File: src/rtl/time_display_driver_pkg.sv
// Shared definitions for the time display driver: digit count and scan-slot indices,
// converter FSM states, the 7-segment font and the packing order of the committed BCD
// word.
package time_display_driver_pkg;

  localparam int unsigned NUM_DIGITS = 6;

  // Scan slot order, rightmost digit first
  localparam logic [2:0] IDX_S1  = 3'd0;
  localparam logic [2:0] IDX_S10 = 3'd1;
  localparam logic [2:0] IDX_M1  = 3'd2;
  localparam logic [2:0] IDX_M10 = 3'd3;
  localparam logic [2:0] IDX_H1  = 3'd4;
  localparam logic [2:0] IDX_H10 = 3'd5;

  typedef enum logic [1:0] {
    StIdle,
    StLoad,
    StShift,
    StCommit
  } state_e;

  // Active-high segment patterns, bits g..a, entry 9 first
  localparam logic [9:0][6:0] SEG_PATTERN = {
    7'b1101111,  // 9
    7'b1111111,  // 8
    7'b0000111,  // 7
    7'b1111101,  // 6
    7'b1101101,  // 5
    7'b1100110,  // 4
    7'b1001111,  // 3
    7'b1011011,  // 2
    7'b0000110,  // 1
    7'b0111111   // 0
  };

  // Committed BCD word, {h10,h1,m10,m1,s10,s1}
  typedef struct packed {
    logic [7:0] hours;
    logic [7:0] minutes;
    logic [7:0] seconds;
  } bcd_time_t;

  // Non-decimal nibbles render as a dark digit
  function automatic logic [6:0] seg_decode(logic [3:0] nib);
    return (nib > 4'd9) ? 7'b0000000 : SEG_PATTERN[nib];
  endfunction

endpackage

File: src/rtl/time_display_driver_if.sv
// Bundle between the time counter / board pins and the display driver.
//   master: the display driver (reads time fields, blink and blank; drives pins/digits)
//   slave:  the surrounding environment
//   seconds/minutes/hours : binary time fields (6 bits each)
//   Clk_1sec              : 1 Hz colon blink level
//   blank                 : force display dark
//   seg/dp/an             : display pins
//   digits/bcd_valid      : committed BCD word and its valid flag
interface time_display_driver_if;
  logic [5:0]                                       seconds;
  logic [5:0]                                       minutes;
  logic [5:0]                                       hours;
  logic                                             Clk_1sec;
  logic                                             blank;
  logic [6:0]                                       seg;
  logic                                             dp;
  logic [time_display_driver_pkg::NUM_DIGITS-1:0]   an;
  logic [23:0]                                      digits;
  logic                                             bcd_valid;

  modport master (
    input  seconds, minutes, hours, Clk_1sec, blank,
    output seg, dp, an, digits, bcd_valid
  );

  modport slave (
    output seconds, minutes, hours, Clk_1sec, blank,
    input  seg, dp, an, digits, bcd_valid
  );
endinterface

File: src/rtl/time_display_driver_bin6_to_bcd_seq.sv
// Serial double-dabble: 6-bit binary to two BCD digits in six clocks.
//   clk, reset : clock and synchronous active-high reset
//   start      : load bin and begin a conversion (restarts one in flight)
//   bin        : binary value 0..63
//   bcd        : {tens, ones} result, valid while done is high
//   done       : no conversion in flight
module bin6_to_bcd_seq (
  input  logic       clk,
  input  logic       reset,
  input  logic       start,
  input  logic [5:0] bin,
  output logic [7:0] bcd,
  output logic       done
);

  logic [5:0] bin_q;
  logic [7:0] bcd_q;
  logic [2:0] cnt_q;
  logic [7:0] adj;

  // Add 3 to any nibble >= 5 before it is doubled by the shift
  always_comb begin
    adj = bcd_q;
    if (bcd_q[3:0] >= 4'd5) adj[3:0] = bcd_q[3:0] + 4'd3;
    if (bcd_q[7:4] >= 4'd5) adj[7:4] = bcd_q[7:4] + 4'd3;
  end

  always_ff @(posedge clk) begin
    if (reset) begin
      bin_q <= '0;
      bcd_q <= '0;
      cnt_q <= '0;
    end else if (start) begin
      bin_q <= bin;
      bcd_q <= '0;
      cnt_q <= 3'd6;
    end else if (cnt_q != 3'd0) begin
      {bcd_q, bin_q} <= {adj, bin_q} << 1;
      cnt_q          <= cnt_q - 3'd1;
    end
  end

  assign bcd  = bcd_q;
  assign done = (cnt_q == 3'd0);

endmodule

File: src/rtl/time_display_driver.sv
// Snapshots seconds/minutes/hours once per refresh frame, converts them to BCD and
// scans the six digits onto a common-anode 7-segment display with a blinking colon.
//   clk, reset : system clock, synchronous active-high reset
//   bus        : time inputs, blink/blank controls, display pins and BCD word
module time_display_driver
  import time_display_driver_pkg::*;
#(
  parameter int unsigned SCAN_DIV       = 1000,  // clocks per digit slot, >= 9
  parameter bit          SEG_ACTIVE_LOW = 1'b1,
  parameter bit          AN_ACTIVE_LOW  = 1'b1
) (
  input  logic                  clk,
  input  logic                  reset,
  time_display_driver_if.master bus
);

  localparam int unsigned DivW = $clog2(SCAN_DIV);

  state_e               state_q;
  logic [DivW-1:0]      div_q;
  logic [2:0]           idx_q;
  logic [2:0]           shift_cnt_q;
  logic                 first_q;     // one conversion is owed right after reset
  bcd_time_t            digits_q;
  logic                 bcd_valid_q;
  logic [6:0]           seg_q;
  logic                 dp_q;
  logic [NUM_DIGITS-1:0] an_q;

  logic                 div_tc;
  logic                 frame_wrap;
  logic                 conv_start;
  logic [7:0]           bcd_s, bcd_m, bcd_h;
  logic                 done_s, done_m, done_h;

  assign div_tc     = (div_q == DivW'(SCAN_DIV - 1));
  assign frame_wrap = div_tc && (idx_q == IDX_H10);
  assign conv_start = (state_q == StLoad);

  bin6_to_bcd_seq u_conv_s (
    .clk   (clk),
    .reset (reset),
    .start (conv_start),
    .bin   (bus.seconds),
    .bcd   (bcd_s),
    .done  (done_s)
  );

  bin6_to_bcd_seq u_conv_m (
    .clk   (clk),
    .reset (reset),
    .start (conv_start),
    .bin   (bus.minutes),
    .bcd   (bcd_m),
    .done  (done_m)
  );

  bin6_to_bcd_seq u_conv_h (
    .clk   (clk),
    .reset (reset),
    .start (conv_start),
    .bin   (bus.hours),
    .bcd   (bcd_h),
    .done  (done_h)
  );

  // Scan divider, digit index and conversion sequencer
  always_ff @(posedge clk) begin
    if (reset) begin
      state_q     <= StIdle;
      div_q       <= '0;
      idx_q       <= '0;
      shift_cnt_q <= '0;
      first_q     <= 1'b1;
      digits_q    <= '0;
      bcd_valid_q <= 1'b0;
    end else begin
      div_q <= div_tc ? '0 : div_q + DivW'(1);
      if (div_tc) idx_q <= (idx_q == IDX_H10) ? IDX_S1 : idx_q + 3'd1;

      unique case (state_q)
        StIdle: begin
          if (first_q || frame_wrap) begin
            state_q <= StLoad;
            first_q <= 1'b0;
          end
        end
        StLoad: begin
          state_q     <= StShift;
          shift_cnt_q <= '0;
        end
        StShift: begin
          if (shift_cnt_q == 3'd5) state_q <= StCommit;
          else                     shift_cnt_q <= shift_cnt_q + 3'd1;
        end
        StCommit: begin
          if (done_s && done_m && done_h) begin
            digits_q    <= '{hours: bcd_h, minutes: bcd_m, seconds: bcd_s};
            bcd_valid_q <= 1'b1;
          end
          state_q <= StIdle;
        end
        default: state_q <= StIdle;
      endcase
    end
  end

  logic [23:0]           digits_flat;
  logic [3:0]            nib;
  logic [6:0]            seg_on;
  logic [NUM_DIGITS-1:0] an_on;
  logic                  dp_on;

  // Active-high view of the current slot; polarity is applied at the register
  always_comb begin
    digits_flat = digits_q;
    nib         = digits_flat[{idx_q, 2'b00} +: 4];
    seg_on      = '0;
    an_on       = '0;
    dp_on       = 1'b0;
    if (!bus.blank) begin
      seg_on       = seg_decode(nib);
      an_on[idx_q] = 1'b1;
      dp_on        = bus.Clk_1sec && ((idx_q == IDX_M1) || (idx_q == IDX_H1));
    end
  end

  always_ff @(posedge clk) begin
    if (reset) begin
      seg_q <= {7{SEG_ACTIVE_LOW}};
      an_q  <= {NUM_DIGITS{AN_ACTIVE_LOW}};
      dp_q  <= SEG_ACTIVE_LOW;
    end else begin
      seg_q <= seg_on ^ {7{SEG_ACTIVE_LOW}};
      an_q  <= an_on ^ {NUM_DIGITS{AN_ACTIVE_LOW}};
      dp_q  <= dp_on ^ SEG_ACTIVE_LOW;
    end
  end

  assign bus.seg       = seg_q;
  assign bus.an        = an_q;
  assign bus.dp        = dp_q;
  assign bus.digits    = digits_q;
  assign bus.bcd_valid = bcd_valid_q;

endmodule

File: src/flat_wrapper.sv
// flat-port wrapper written by rule: the top's interface ports become plain ports
module time_display_driver_flat import time_display_driver_pkg::*;
#(
  parameter int unsigned SCAN_DIV       = 1000,                                
  parameter bit          SEG_ACTIVE_LOW = 1'b1,
  parameter bit          AN_ACTIVE_LOW  = 1'b1
)
  (clk, reset, bus_seconds, bus_minutes, bus_hours, bus_Clk_1sec, bus_blank, bus_seg, bus_dp, bus_an, bus_digits, bus_bcd_valid);
  time_display_driver_if bus_i ();
  input  logic clk;
  input  logic reset;
  input wire logic [$bits(bus_i.seconds)-1:0] bus_seconds;
  input wire logic [$bits(bus_i.minutes)-1:0] bus_minutes;
  input wire logic [$bits(bus_i.hours)-1:0] bus_hours;
  input wire logic [$bits(bus_i.Clk_1sec)-1:0] bus_Clk_1sec;
  input wire logic [$bits(bus_i.blank)-1:0] bus_blank;
  output wire logic [$bits(bus_i.seg)-1:0] bus_seg;
  output wire logic [$bits(bus_i.dp)-1:0] bus_dp;
  output wire logic [$bits(bus_i.an)-1:0] bus_an;
  output wire logic [$bits(bus_i.digits)-1:0] bus_digits;
  output wire logic [$bits(bus_i.bcd_valid)-1:0] bus_bcd_valid;
  assign bus_i.seconds = bus_seconds;
  assign bus_i.minutes = bus_minutes;
  assign bus_i.hours = bus_hours;
  assign bus_i.Clk_1sec = bus_Clk_1sec;
  assign bus_i.blank = bus_blank;
  assign bus_seg = bus_i.seg;
  assign bus_dp = bus_i.dp;
  assign bus_an = bus_i.an;
  assign bus_digits = bus_i.digits;
  assign bus_bcd_valid = bus_i.bcd_valid;
  time_display_driver #(.SCAN_DIV(SCAN_DIV), .SEG_ACTIVE_LOW(SEG_ACTIVE_LOW), .AN_ACTIVE_LOW(AN_ACTIVE_LOW)) u_core (.clk(clk), .reset(reset), .bus(bus_i));
endmodule
File: config.mk
export PLATFORM = sky130hd
export DESIGN_NAME = time_display_driver_flat
export DESIGN_NICKNAME = d
export VERILOG_FILES = /design/src/rtl/time_display_driver_pkg.sv /design/src/rtl/time_display_driver_if.sv /design/src/rtl/time_display_driver_bin6_to_bcd_seq.sv /design/src/rtl/time_display_driver.sv /design/src/flat_wrapper.sv
export SDC_FILE = /design/constraint.sdc
export NUM_CORES = 1
export LEC_CHECK = 0
export CAP_MARGIN = 40
export CORE_ASPECT_RATIO = 1.25
export CORE_MARGIN = 2
export CORE_UTILIZATION = 40
export CTS_CLUSTER_SIZE = 16
export DETAILED_ROUTE_END_ITERATION = 8
export GPL_ROUTABILITY_DRIVEN = 1
export PLACE_DENSITY = 0.71
export SYNTH_ARGS = -nofsm -noshare
export SYNTH_HDL_FRONTEND = slang
export SYNTH_HIERARCHICAL = 1
export SYNTH_SLANG_ARGS = --single-unit
export TNS_END_PERCENT = 20
File: constraint.sdc
create_clock -name clk -period 3.9 [get_ports clk]
set_input_delay 0.78 -clock clk [delete_from_list [all_inputs] [get_ports clk]]
set_output_delay 0.78 -clock clk [all_outputs]
set_load 0.05 [all_outputs]
* Yosys cells after proc, flatten, opt, wreduce, memory -nomap -nowiden *
Memories as Yosys holds them, arrays and structs flattened.
Index checks and enable logic that the tools add are counted.

word-level totals
  bits of input ports = 22
  bits in read-only memories = 112
  word-level logic and storage cells = 117
  memories = 1
  flip-flop bits (word level) = 109

cells by class
  reduce and logical (&&, ||, !) cells = 24
  mux-type cells = 31
  add/sub/neg operators = 12
  shifts and indexed selects = 1
  order comparisons = 10
  bitwise operators = 3
  equality and inequality tests = 11

memories
  memory            words  width  rd ports  clocked after Yosys merged registers in  wr ports  line                           source
  (name not given)  16     7      1         0                                        0         time_display_driver_pkg.sv:46  return (nib > 4'd9) ? 7'b0000000 : SEG_PATTERN[nib];

operators with widths
  kind                                                                                  count
  6-bit 2-to-1 mux                                                                      7
  3-bit 2-to-1 mux                                                                      11
  4-bit by 3-bit greater-or-equal comparator with 1-bit output (second input constant)  6
  24-bit by 6-bit indexed part select with 4-bit output                                 1
  7-bit 2-to-1 mux                                                                      3
  4-bit by 2-bit adder with 4-bit output (second input constant)                        3
  4-bit 2-to-1 mux                                                                      3
  10-bit by 1-bit adder with 10-bit output (second input constant)                      1
  10-bit equality test (second input constant)                                          1
  3-bit by 2-bit adder with 3-bit output (second input constant)                        3
  3-bit equality test (second input constant)                                           3
  3-bit logical NOT                                                                     3
  3-bit nonzero test                                                                    3
  3-bit by 1-bit subtractor with 3-bit output (second input constant)                   3
  2-bit case mux with 4 select lines                                                    1
  2-bit AND reduction                                                                   4
  2-bit nonzero test                                                                    4
  7-bit NOT                                                                             1
  3-bit by 1-bit adder with 3-bit output (second input constant)                        2
  6-bit NOT                                                                             1
  3-bit case mux with 2 select lines                                                    1
  1-bit logical AND                                                                     5
  4-bit by 5-bit < comparator with 1-bit output (second input constant)                 1
  2-bit equality test (second input constant)                                           2
  14 further kinds                                                                      19

* Depth between registers and ports, before layout *
Gate-level depths: netlist of run 1.

  depth after elaboration = 6
  depth in mapped cells = 10

* By module *
The synthesis of run 1 kept the hierarchy.

modules (own cells, without submodules)
  module               instances  cells each  area each (um2)
  bin6_to_bcd_seq      3          109         964.7
  time_display_driver  1          293         2617.5

* Worst setup path before layout of run 1 *
Ideal clock, no wire load.

  path type = flip-flop to flip-flop
  start point = reg u_core.idx_q[0]
  end point = reg u_core.seg_q[0], in the netlist u_core/bus.seg[0]
  buffers on the path = 2
  library setup time = 0.122 ns
  required time = 3.778 ns
  cell stages (with the launch flop) = 11
  arrival time = 1.998 ns
  setup slack = 1.780 ns
  cell sequence = dfxtp_1 > clkbuf_2 > buf_6 > mux2i_1 > o22ai_1 > a21oi_1 > ha_1 > o21ai_0 > a21oi_1 > o21ai_1 > a221o_1

on the way
  cells in the longest elaborated chain, start to end = 6

RTL lines
  what                                                       line                           source
  start, declared                                            time_display_driver.sv:21      logic [2:0] idx_q;
  start signal, assigned                                     time_display_driver.sv:79      if (div_tc) idx_q <= (idx_q == IDX_H10) ? IDX_S1 : idx_q + 3'd1;
  24-bit by 6-bit indexed part select with 4-bit output (*)  time_display_driver.sv:117     nib = digits_flat[{idx_q, 2'b00} +: 4];
  memory read 16 x 7 bit                                     -
  7-bit 2-to-1 mux (implied by the code)                     time_display_driver_pkg.sv:46
  7-bit 2-to-1 mux (*)                                       time_display_driver_pkg.sv:46
  7-bit 2-to-1 mux (*)                                       time_display_driver.sv:121     if (!bus.blank) begin
  7-bit NOT (no source line) (*)                             -
  end signal, assigned                                       time_display_driver.sv:130     seg_q <= {7{SEG_ACTIVE_LOW}};
  end signal, assigned                                       time_display_driver.sv:134     seg_q <= seg_on ^ {7{SEG_ACTIVE_LOW}};
  end, declared                                              time_display_driver.sv:26      logic [6:0] seg_q;

Every way passes the cells marked *; elsewhere a longest branch is shown, timed or not. The select of a mux whose other input is x is not followed.
A chain may end at the register's enable or synchronous reset.

* Final worst setup path of run 1 *
  start point = reg u_core.idx_q[1]
  end point = reg u_core.seg_q[3], in the netlist u_core/bus.seg[3]

Same word-level chain as after synthesis.

==> metrics.txt, run 1 <==
Cell Count Post-Placement just over 800; Mapped Cells 620; worst reg2reg endpoint u_core/bus.seg[3]; Max Freq around 370 MHz; Power Internal 2.35 mW; Clock Skew between 5 and 6 ps; via count 4,413; Post-CTS Resized 0; MaxCap Viol Count 0; post-layout util between 40% and 50%; sequential share of power between 30% and 40%; Setup WS post-layout 1180 ps; crit path launch u_core/idx_q[1]; share of the yosys chip area belonging to registers 39.6%; peak supply drop between 300 and 400 uV; largest net degree at the start of global routing 31; remaining antenna violation count 0; outcome completed; ratio of cells with drive above 1 in the final layout about a tenth; crit-path max FO 17; Yosys cell types between 50 and 60; # IOs around 60; CTS Buf Count 9; P_leak 2.34 nW; Yosys Warn Count 6; clock buffer depth 2; clock latency at the later pin of the worst-skew pair 340 ps; relative slew slack around two fifths; Final setup viols 0; final std cells w/o fill ~840; Yosys reg bits 109; clock sink count roughly 110; Cell Area, Synth between 5000 and 6000 sq um; CTS hold repair buffers 0; Net Sw Power 1.22 mW; Fin. Hold Viols 0; Pins Over Slew Limit 0; Final GP Congestion between 0.8 and 0.9; ANT cells 0; hold crit path type register to register; CTS root buffer clkbuf_16; full die area about 15,000 sq um; antenna violations before repair 0; First-pass DRT Iterations 7; Post-route DRC 0; Worst Max-Slew Pin Slew 881 ps; syn nets between 600 and 700; dpl hpwl ~8500 microns; largest cells by area after synthesis dfxtp_1 (40%), ha_1 (7.0%), mux2i_1 (5.1%), nand2_1 (4.8%), a21oi_1 (4.0%); CP endpoint u_core/bus.seg[3]; drt wl/cell 13.9 microns; critical path launch point type register; GRT Overall Usage between 15 and 20%; htree depth 3; proportion of power drawn by combinational gates about a third; area delta synth->final 17.6%; Worst R2R Path Depth 8; GRT overflow 0; critical path class register to register; FF-to-FF Start u_core/idx_q[1]; CP Capture Type register; Initial Utilization around 41%; vias in the first global route ~4,300; CTS tree yes; setup bufs post-CTS 0; Routed WL 11,700 microns; Die H about 140 microns; post-place setup slack approximately 1200 ps; WP data required roughly 4100 ps; Die X ~110 microns; setup TNS 0 ps; Clock Pin Slew Worst Setup and Hold Paths 70 ps; Starting DRT DRC Count about 210; first-pass GRT wire length 19,600 microns; setup slack, reg-to-reg around 1200 ps; Yosys top cell by area dfxtp_1; fin nets ~720; Fillers approximately 1,200; PwrDens 551 nW/um^2; period utilization a little over two thirds; Rows between 40 and 50; CP Data Arrival Time about 3000 ps; Port Buffers 60; Clk pwr share 27.3%; vias per inst roughly 5.2; crit path time final ~2700 ps; share of the synthesized area in the top cell type between 30% and 40%; Switching Share 34.1%; Core Area 13,300 sq um; Syn Area/Cell 8.89 sq um; RSZ-0062 raised after global routing false
-- placed cells by master, fill, tap and decap left out, types with 16 or more instances in the layout --
master	netlist	routed
a21oi_1	44	44
clkdlybuf4s50_1	0	59
dfxtp_1	109	109
ha_1	31	31
inv_1	42	42
mux2_2	18	18
mux2i_1	28	28
nand2_1	70	70
nand3_1	20	20
nor2_1	55	55
nor2b_1	21	21
o21ai_0	16	16
or3_1	16	16
-- synth_stat cells, drive strengths merged --
master and n:
nand2b 5, mux2 19, a21oi 45, and4 1, nand2 71, mux2i 29, o2111ai 12, nor4b 3
o21ai 17, nor2b 21, nand3 20, o221ai 2, inv 42, nand4b 3, o211ai 12, or2 11
a221o 2, buf 19, a22oi 2, o221a 1, a211oi 8, xor2 3, o21a 7, a31oi 4
and3 3, xnor2 4, ha 31, a21o 3, o2bb2ai 1, o211a 1, a211o 1, nand4 2
or3 17, nor4 2, o22ai 2, nor2 59, nand3b 12, dfxtp 109, clkbuf 14
-- critical path, stage by stage, from the launching register on --
cell	delay, ps
dfxtp_1	720
nand2b_1	360
o22ai_1	130
a21oi_1	350
ha_1	310
o21ai_0	110
a21oi_1	190
o21ai_1	140
a221o_1	290
-- stage by stage --
stage,hold WS (ps),total power [mW],cell area (sq um)
2_1_floorplan,417,2.42,5510
3_3_place_gp,429,2.49,6100
3_5_place_dp,431,2.61,6160
4_1_cts,448,3.60,6480
5_1_grt,481,3.81,6480
6_report,450,3.57,6480
-- cell type report --
| cell class | instances | area, sq um | share of cell area, % |
|---|---|---|---|
| clock inverters | 7 | 98.8 | 1.52 |
| multi-input cells | 436 | 2920 | 45.1 |
| repair buffers | 67 | 683 | 10.5 |
| clock buffers | 9 | 225 | 3.47 |
| well taps | 171 | 214 | 3.30 |
| inverters | 42 | 158 | 2.43 |
| flip-flops and latches | 109 | 2180 | 33.7 |
-- power by group through the flow --
stage	combinational, mW	clock, mW	sequential, mW
2_1_floorplan	1.04	0	1.38
3_3_place_gp	1.10	0	1.39
3_5_place_dp	1.21	0	1.40
4_1_cts	1.23	0.996	1.37
5_1_grt	1.36	1.05	1.39
6_report	1.22	0.976	1.38
-- metal layers --
metal  global-route usage, %  vias to the layer above  wire length, microns
met5                       0                        -                     0
met4                    7.98                        0                   299
met3                    2.79                       25                   584
met2                    27.9                      112                  5660
met1                    19.9                     2056                  5110
li1                        -                     2220                     -
-- how the worst min path moves through the flow --
stage                                 startpoint                    to  slack, ps  cells past startpoint
after floorplan                   u_core/first_q        u_core/first_q        420                      1
after global placement            u_core/first_q        u_core/first_q        430                      1
after detailed placement          u_core/first_q        u_core/first_q        430                      1
after CTS                         u_core/first_q        u_core/first_q        450                      1
after global routing      u_core/u_conv_s/bcd[7]  u_core/bus.digits[7]        480                      2
final                             u_core/first_q        u_core/first_q        450                      1
-- sequential cells by signal (all words and copies together) (netlist names) --
signal                 count
u_core/bus.an              6
u_core/bus.bcd_valid       1
u_core/bus.digits         24
u_core/bus.dp              1
u_core/bus.seg             7
u_core/div_q              10
u_core/first_q             1
u_core/idx_q               3
u_core/shift_cnt_q         3
u_core/state_q             2
u_core/u_conv_h/bcd        8
u_core/u_conv_h/bin_q      6
u_core/u_conv_h/cnt_q      3
u_core/u_conv_m/bcd        8
u_core/u_conv_m/bin_q      6
u_core/u_conv_m/cnt_q      3
u_core/u_conv_s/bcd        8
u_core/u_conv_s/bin_q      6
u_core/u_conv_s/cnt_q      3
-- kinds of logic (layout without fill, tap and decap cells) --
family	after synthesis	in the layout	synth area share, %
and+or+nand+nor	230	230	21.1
AOI/OAI and AO/OA	120	120	14.5
DFF	109	109	39.6
buffers and inverters	75	125	7.38
muxes	48	48	9.28
adders and majority gates	31	31	7.04
xor gates and xnor gates	7	7	1.11
No activity file was read; power rests on OpenSTA's default activity.
==> inputs of run 2 (changes only) <==
--- a/config.mk
+++ b/config.mk
@@ -12,7 +12,7 @@
 export CTS_CLUSTER_SIZE = 16
 export DETAILED_ROUTE_END_ITERATION = 8
 export GPL_ROUTABILITY_DRIVEN = 1
-export PLACE_DENSITY = 0.71
+export PLACE_DENSITY = 0.73
 export SYNTH_ARGS = -nofsm -noshare
 export SYNTH_HDL_FRONTEND = slang
 export SYNTH_HIERARCHICAL = 1
==> constraint.sdc (replaced) <==
create_clock -name clk -period 2.29 [get_ports clk]
set_input_delay 0.458 -clock clk [delete_from_list [all_inputs] [get_ports clk]]
set_output_delay 0.458 -clock clk [all_outputs]
set_load 0.05 [all_outputs]
==> metrics.txt, run 2 (same netlist as run 1, synthesis figures left out) <==
Pins Over Slew Limit 0 (unchanged); post-layout util 49.1% (+0.52 points); Clock Pin Slew Worst Setup and Hold Paths 70 ps (about the same); vias in the first global route 4,344 (-0.046%); crit-path max FO 7 (-10); ANT cells 0 (unchanged); P_leak 2.39 nW (+2.0%); CTS tree yes; worst reg2reg endpoint u_core/bus.seg[0]; Rows 47 (unchanged); Hold WS 449 ps (-1.31 ps); CP peak stage delay 420 ps (-300 ps); Fillers 1,243 (+2.6%); CTS Buf Count 9 (unchanged); Worst Max-Slew Pin Slew 556 ps (-325 ps); antenna violations before repair 0 (unchanged); crit path launch u_core/idx_q[1]; CP top delay family compound AO/OA/AOI/OAI gates; crit path time final 2100 ps (-621 ps); largest net degree at the start of global routing 25 (-19%); hold crit path type register to register; Core Area 13,300 sq um (unchanged); Die X 109 microns (unchanged); RSZ-0062 raised after global routing false; Clock Skew 8.70 ps (+2.79 ps); Routed WL 11,900 microns (+1.7%); full die area 14,700 sq um (unchanged); drt wl/cell 13.8 microns (-0.32%); Post-route DRC 0 (unchanged); cell mode on critical path a21oi_1; peak supply drop 510 uV (+60%); Max Freq 475 MHz (+29%); setup slack, reg-to-reg 190 ps (-990 ps); FF-to-FF Start u_core/idx_q[1]; Cell Count Post-Placement 842 (+2.1%); setup bufs post-CTS 0 (unchanged); max reg flops 24 (unchanged); clock buffer depth 2 (unchanged); post-layout instance area 6550 sq um (+1.1%); outcome completed; setup TNS 0 ps (unchanged); # IOs 61 (unchanged); Hold Crit Start u_core/first_q; Final GP Congestion 0.906 (+3.8%); dpl hpwl 8970 microns (+5.8%); Port Buffers 60 (unchanged); Starting DRT DRC Count 204 (-4.2%); Min-Delay Endpoint u_core/first_q; slowest cell on the critical path dfxtp_2; clock latency at the later pin of the worst-skew pair 350 ps (about the same); period utilization 91.9% (+22 points); Worst R2R Path Depth 8 (unchanged); hold depth 1 (unchanged); critical path class register to register; critical path launch point type register; area delta synth->final 18.9%; remaining antenna violation count 0 (unchanged); WP data required 2520 ps (-1610 ps); most common cell after layout, fill and taps aside dfxtp_1; First-pass DRT Iterations 4 (-3); first-pass GRT wire length 19,900 microns (+1.8%); vias per inst 5.21 (-0.74%); CP Capture Type register; htree depth 3 (unchanged); MaxCap Viol Count 0 (unchanged); Die H 135 microns (unchanged); GRT overflow 0 (unchanged); Post-DP Area 6250 sq um (+1.5%); GRT Overall Usage 16.8% (+0.40 points); ratio of cells with drive above 1 in the final layout 13.1% (+3.0 points); via count 4,469 (+1.3%); most frequent cells in the layout dfxtp_1 (107), nand2_1 (70), clkdlybuf4s50_1 (59); CP Cell Sequence nand2b_1, o22ai_1, a21oi_1, ha_1, o21ai_0, a21oi_1, o21ai_2, a221o_1; Fin. Hold Viols 0 (unchanged); CP Data Arrival Time 2340 ps (-610 ps); fin nets 735 (+2.4%); CP Buf/Inv Count 0 (unchanged); relative slew slack 62.8% (+22 points); PwrDens 905 nW/um^2 (+64%); clock sink count 109 (unchanged); Initial Utilization 41.3% (unchanged); final std cells w/o fill 858 (+2.0%); Final setup viols 0 (unchanged); CTS root buffer clkbuf_16
run 2: cell types whose count changed in the layout (fill, tap and decap cells not counted), moves of 2 or more:
cell / before / now
dfxtp_2: 0 / 2
clkinvlp_4: 0 / 2
buf_8: 2 / 0
dfxtp_1: 109 / 107
buf_4: 4 / 24
bufinv_16: 2 / 0
run 2: routing by layer:
metal,part of all wire (%),global-route usage (%),vias up
met3,4.7,3.61,22
met1,44,19.9,2087
met5,0,0,-
met4,2.5,7.05,0
li1,-,-,2261
met2,49,29.1,99
run 2: area by class of cell:
type / count / area, sq um / area share (%)
well taps: 171 / 214 / 3.27
multi-input cells: 436 / 2940 / 44.8
repair buffers: 84 / 776 / 11.8
flip-flops and latches: 109 / 2180 / 33.3
clock inverters: 6 / 46.3 / 0.707
clock buffers: 10 / 239 / 3.65
inverters: 42 / 158 / 2.41
run 2: worst max-delay path by stage:
| stage | endpoint | slack [ps] | cells after the start |
|---|---|---|---|
| after floorplan | u_core/bus.seg[0] | 170 | 10 |
| after global placement | u_core/bus.seg[3] | 140 | 9 |
| after detailed placement | u_core/bus.seg[3] | 80 | 9 |
| after CTS | u_core/bus.seg[3] | 60 | 9 |
| after global routing | u_core/bus.seg[3] | 30 | 8 |
| final | u_core/bus.seg[0] | 190 | 8 |
run 2: repair_timing:
action / CTS / global route
endpoints found under the setup margin: 0 / 5
hold buffers: 0 / 0
gates resized for setup: 0 / 5
run 2: power by group:
group | switching (mW) | internal [mW]
clock network | 0.708 | 0.774
registers | 0.187 | 2.15
logic | 1.20 | 0.914
run 2: metrics by stage:
step,total power [mW],worst slack (ps)
2_1_floorplan,4.13,170
3_3_place_gp,4.34,138
3_5_place_dp,4.48,81.2
4_1_cts,5.98,55.1
5_1_grt,6.34,32.2
6_report,5.93,186
==> inputs of run 3 (changes only) <==
--- a/config.mk
+++ b/config.mk
@@ -5,13 +5,11 @@
 export SDC_FILE = /design/constraint.sdc
 export NUM_CORES = 1
 export LEC_CHECK = 0
-export CAP_MARGIN = 40
 export CORE_ASPECT_RATIO = 1.25
 export CORE_MARGIN = 2
 export CORE_UTILIZATION = 40
 export CTS_CLUSTER_SIZE = 16
 export DETAILED_ROUTE_END_ITERATION = 8
-export GPL_ROUTABILITY_DRIVEN = 1
 export PLACE_DENSITY = 0.73
 export SYNTH_ARGS = -nofsm -noshare
 export SYNTH_HDL_FRONTEND = slang
==> results of run 3 <==
Same layout as run 2: the final DEF is identical, and so are final timing and power.
